**src/rtl/cmp_pkg.sv**
```systemverilog
// Shared types and helpers for the iterative comparator (cmp_iter) and its chunk compare.
package cmp_pkg;

  typedef enum logic [1:0] {
    IDLE,
    BUSY,
    DONE
  } state_t;

  typedef struct packed {
    logic eq;
    logic gt;
    logic lt;
  } res_t;

  // Bit offset of chunk 'idx' when the operand is cut into 'width'-bit chunks.
  function automatic int unsigned chunk_lsb(input int unsigned idx, input int unsigned width);
    return idx * width;
  endfunction

endpackage

```
**src/rtl/cmp.sv**
```systemverilog
// Combinational unsigned magnitude comparator, used by cmp_iter for one chunk per cycle.
module cmp #(
  parameter int unsigned W = 16
) (
  input  logic [W-1:0] i_a,
  input  logic [W-1:0] i_b,
  output logic         o_eq,
  output logic         o_gt,
  output logic         o_lt
);

  assign o_eq = (i_a == i_b);
  assign o_gt = (i_a > i_b);
  assign o_lt = (i_a < i_b);

endmodule

```
**src/rtl/cmp_iter.sv**
```systemverilog
// Iterative MSB-first chunked magnitude comparator with valid/ready request and result ports.
// Optional CMP_ITER_EARLY_EXIT_EN: stop on the first differing chunk instead of scanning all N.
module cmp_iter
  import cmp_pkg::*;
#(
  parameter int unsigned W = 64,
  parameter int unsigned C = 16
) (
  input  logic         clk,
  input  logic         arst,
  input  logic         i_vld,
  input  logic [W-1:0] i_a,
  input  logic [W-1:0] i_b,
  input  logic         i_signed,
  output logic         o_rdy,
  output logic         o_res_vld,
  input  logic         i_res_rdy,
  output logic         o_eq,
  output logic         o_gt,
  output logic         o_lt
);

  localparam int unsigned N  = W / C;
  localparam int unsigned CW = (N > 1) ? $clog2(N) : 1;

  if ((W % C) != 0 || C > W) begin : g_bad_cfg
    $error("cmp_iter: W must be a non-zero multiple of C and C must not exceed W");
  end

  state_t         state_q, state_d;
  logic [CW-1:0]  cnt_q;
  logic [W-1:0]   a_q, b_q;
  logic [W-1:0]   flip;
  logic [C-1:0]   a_chunk, b_chunk;
  logic           chunk_eq, chunk_gt, chunk_lt_unused;
  logic           last_beat;
  res_t           res_q;

`ifndef CMP_ITER_EARLY_EXIT_EN
  logic           dec_q;
  logic           dec_gt_q;
`endif

  // Flipping the sign bit of both operands maps two's-complement order onto unsigned order.
  always_comb begin
    flip        = '0;
    flip[W-1]   = i_signed;
    a_chunk     = C'(a_q >> chunk_lsb(32'(cnt_q), C));
    b_chunk     = C'(b_q >> chunk_lsb(32'(cnt_q), C));
    last_beat   = (cnt_q == '0);
  end

  cmp #(.W(C)) u_cmp (
    .i_a  (a_chunk),
    .i_b  (b_chunk),
    .o_eq (chunk_eq),
    .o_gt (chunk_gt),
    .o_lt (chunk_lt_unused)
  );

  always_ff @(posedge clk or posedge arst) begin
    if (arst) state_q <= IDLE;
    else      state_q <= state_d;
  end

  always_comb begin
    state_d   = state_q;
    o_rdy     = 1'b0;
    o_res_vld = 1'b0;
    case (state_q)
      IDLE: begin
        o_rdy = 1'b1;
        if (i_vld) state_d = BUSY;
      end
      BUSY: begin
`ifdef CMP_ITER_EARLY_EXIT_EN
        if (!chunk_eq || last_beat) state_d = DONE;
`else
        if (last_beat) state_d = DONE;
`endif
      end
      DONE: begin
        o_res_vld = 1'b1;
        if (i_res_rdy) state_d = IDLE;
      end
      default: state_d = IDLE;
    endcase
  end

  always_ff @(posedge clk or posedge arst) begin
    if (arst) begin
      a_q      <= '0;
      b_q      <= '0;
      cnt_q    <= '0;
      res_q    <= '0;
`ifndef CMP_ITER_EARLY_EXIT_EN
      dec_q    <= 1'b0;
      dec_gt_q <= 1'b0;
`endif
    end else begin
      case (state_q)
        IDLE: begin
          if (i_vld) begin
            a_q   <= i_a ^ flip;
            b_q   <= i_b ^ flip;
            cnt_q <= CW'(N - 1);
`ifndef CMP_ITER_EARLY_EXIT_EN
            dec_q <= 1'b0;
`endif
          end
        end
        BUSY: begin
`ifdef CMP_ITER_EARLY_EXIT_EN
          if (!chunk_eq)      res_q <= '{eq: 1'b0, gt: chunk_gt, lt: ~chunk_gt};
          else if (last_beat) res_q <= '{eq: 1'b1, gt: 1'b0, lt: 1'b0};
          else                cnt_q <= cnt_q - CW'(1);
`else
          // The most significant differing chunk wins; later chunks cannot overwrite it.
          if (!dec_q && !chunk_eq) begin
            dec_q    <= 1'b1;
            dec_gt_q <= chunk_gt;
          end
          if (last_beat) begin
            if (dec_q)          res_q <= '{eq: 1'b0, gt: dec_gt_q, lt: ~dec_gt_q};
            else if (!chunk_eq) res_q <= '{eq: 1'b0, gt: chunk_gt, lt: ~chunk_gt};
            else                res_q <= '{eq: 1'b1, gt: 1'b0, lt: 1'b0};
          end else begin
            cnt_q <= cnt_q - CW'(1);
          end
`endif
        end
        default: ;
      endcase
    end
  end

  assign o_eq = res_q.eq;
  assign o_gt = res_q.gt;
  assign o_lt = res_q.lt;

endmodule

```
**config.mk**
```make
export PLATFORM = sky130hd
export DESIGN_NAME = cmp_iter
export DESIGN_NICKNAME = d
export VERILOG_FILES = /design/src/rtl/cmp_pkg.sv /design/src/rtl/cmp.sv /design/src/rtl/cmp_iter.sv
export SDC_FILE = /design/constraint.sdc
export NUM_CORES = 1
export LEC_CHECK = 0
export BUFFER_PORTS_ARGS = -buffer_cell sky130_fd_sc_hd__buf_2
export CAP_MARGIN = 20
export CORE_ASPECT_RATIO = 0.6
export CORE_UTILIZATION = 50
export CTS_BUF_LIST = sky130_fd_sc_hd__clkbuf_16
export DETAILED_ROUTE_END_ITERATION = 8
export PLACE_DENSITY = 0.81
export SYNTH_ARGS = -nofsm -noshare
export SYNTH_HDL_FRONTEND = slang
export SYNTH_SLANG_ARGS = --single-unit
```
**constraint.sdc**
```tcl
create_clock -name clk -period 7.5 [get_ports clk]
set_input_delay 0.375 -clock clk [delete_from_list [all_inputs] [get_ports clk]]
set_output_delay 0.375 -clock clk [all_outputs]
set_load 0.03 [all_outputs]
```
==> out/results.ini <==
[cts]
cts_root_buf=clkbuf_16
post_cts_buffers=0
cts_resized=0
clk_pin_slew_ns=0.06
clk_latency_ns=0.42
cts_max_path_buffers=2
hold_buffers=0
cts_tree=done
cts.sinks=137
cts_made_buffers=17
cts_htree_levels=4

[finish]
num-fill-cells=956
syn_to_final_growth_pct=21.7
layout_common_cells=buf_2 (137), dfrtp_1 (135), mux2_2 (127)
final_common_cell=buf_2
final_cells=735
drive_gt1_frac=0.596
fin_nets=706
final_core_util=0.633

[global_routing]
antenna_found_initial=2
grt_pass1_wl_um=21900
grt_pass1_vias=4164
track_usage=0.226
grt_overflow=0
grt_max_degree=79

[yosys]
synth-xor-area-share=0.00275
synth_area_um2=6380
synth_cell_type_count=32
synth_top_family_by_area=multiplexers
synthArstFlopShare=1.00
ys_dominant_reg_cell=dfrtp_1
synthSimpleGateAreaFrac=0.0300
synth_area_leaders=dfrtp_1 (54%), mux2_2 (22%), mux4_2 (11%)
syn_nets=570
synthMuxAreaShare=0.339
yosys_warnings=0
synthAdderAreaFrac=0.0334
synthCells=420
syn_avg_cell_area_um2=15.2
seq_area_frac_synth=0.538
synth_compound_area_frac=0.0235
synth_top_cell_area_share=0.538
synth_edf_count=0
yosys_register_bits=137
yosysTopAreaCell=dfrtp_1

[critical_path]
worst-path-max-fanout=29
worst_path_largest_cell_delay_ns=0.58
rr_endpoint=o_gt
critical_path_class=reg -> reg
start_kind=flip-flop
cp-end-kind=flip-flop
r2r_start=cnt_q[0]
slowest_stage=mux4_2
reg2reg_slack_ns=4.06
cp_num_buf_inv=1
r2r_cells=8
cp_cell_sequence=buf_4, mux4_2, ha_1, nor2b_1, o211ai_1, a2111oi_0, or4_1, a221o_1
cp_top_family=compound AO/OA/AOI/OAI gates
cp.required_ns=7.79
arrival_ns=3.73

[sta]
fin_crit_sh=0.459
timing.hold.ws_ns=0.0174
setup_viol=0
slew_headroom=0.361
slew_violations=0
clock_skew_ns=0.0104
max_slew.worst_pin.slew_ns=0.959
finalHoldViolCount=0
setup-tns-final_ns=0
fin_crit_ns=3.44
fmax_mhz=291
rsz0062_at_grt=false

[routing]
routedWlPerCell_um=18.3
vias=3989
drt_iter0_drc=191
drtAntennaViolNets=0
vias_per_cell=5.43
drcViolationCount=0
drt-total-wl_um=13500
drtPass1Iterations=6

[power]
ir_worst_vdd_mv=0.196
total_power_mw=3.65
p_leak_nw=3.51
p_per_area_nw_per_um2=470

[die]
die_w_um=148
num_rows=31
die_y_um=89.5
die_area_um2=13200
io_pins=138
coreArea_um2=12300
start_util=0.520

[status]
status=complete, no violations

[placement]
io_buffers=137
dp_cells=702
place_congestion=0.789
dpl.hpwl_um=9550

[flow_run]
max_cap_viol_count=0

[worst_hold_path]
hold_path_class=in -> async

==> area by class of cell <==
| cell class | instances | area (µm²) | area share |
|---|---|---|---|
| Antenna cell | 1 | 2.50 | 0.000323 |
| Clock buffer | 17 | 425 | 0.0548 |
| Clock inverter | 15 | 154 | 0.0198 |
| Inverter | 21 | 83.8 | 0.0108 |
| Multi-Input combinational cell | 238 | 2740 | 0.353 |
| Sequential cell | 137 | 3430 | 0.442 |
| Tap cell | 165 | 206 | 0.0266 |
| Timing Repair Buffer | 141 | 716 | 0.0922 |
==> through the flow <==
| step | cell area [µm²] | setup slack, ns |
|---|---|---|
| 2_1_floorplan | 6380 | 3.46 |
| 3_3_place_gp | 7180 | 4.13 |
| 3_5_place_dp | 7180 | 4.10 |
| 4_1_cts | 7760 | 4.07 |
| 5_1_grt | 7760 | 3.86 |
| 6_report | 7760 | 4.06 |
==> where the power goes <==
group	leakage, nW	total, mW	internal, mW	switching (mW)
Combinational	1.63	1.46	0.848	0.612
Sequential	1.62	1.37	1.12	0.257
Clock	0.269	0.815	0.488	0.327
==> worst register-to-register path: stages (launching register included) <==
cell,delay [ns]
dfrtp_2,0.53
buf_4,0.52
mux4_2,0.60
ha_1,0.33
nor2b_1,0.14
o211ai_1,0.23
a2111oi_0,0.14
or4_1,0.48
a221o_1,0.34
==> cells in the mapped netlist (all sizes together), types with 2 or more instances <==
cell type,n
nand2,7
nand3,2
nor2,12
buf,20
xnor2,2
nand2b,3
mux2,127
mux4,32
nand4,4
ha,17
a21oi,11
clkbuf,4
a21o,2
o21ai,6
inv,21
dfrtp,137
==> state kept, by name (all words and copies together), names as in the netlist <==
register  count
a_q          64
b_q          64
cnt_q         2
state_q       2
dec_gt_q      1
dec_q         1
o_eq          1
o_gt          1
o_lt          1
==> metal layers <==
metal  global-route usage  share of wire  wire length, µm  up-vias
met3               0.0592          0.055              748       23
li1                     -              -                -     1816
met2                0.355           0.46             6220      121
met5                    0              0                0        -
met4               0.0825          0.016              219        0
met1                0.307           0.47             6290     2029
==> cell families (layout without fill, tap and decap cells) <==
logic type,count (synthesis),after routing
other cells,0,1
xor+xnor,2,2
simple gates,35,35
compound gates,24,24
fa+ha+maj,17,17
mux,160,160
buf+inv,45,194
flops,137,137
==> how the worst max path moves through the flow <==
stage,startpoint,depth (start not counted),endpoint
2_1_floorplan,arst,1,a_q[0]
3_3_place_gp,cnt_q[0],8,o_gt
3_5_place_dp,cnt_q[0],8,o_gt
4_1_cts,cnt_q[0],8,o_gt
5_1_grt,cnt_q[0],8,o_gt
6_report,cnt_q[0],8,o_gt
No activity file was read; power rests on OpenSTA's default activity.
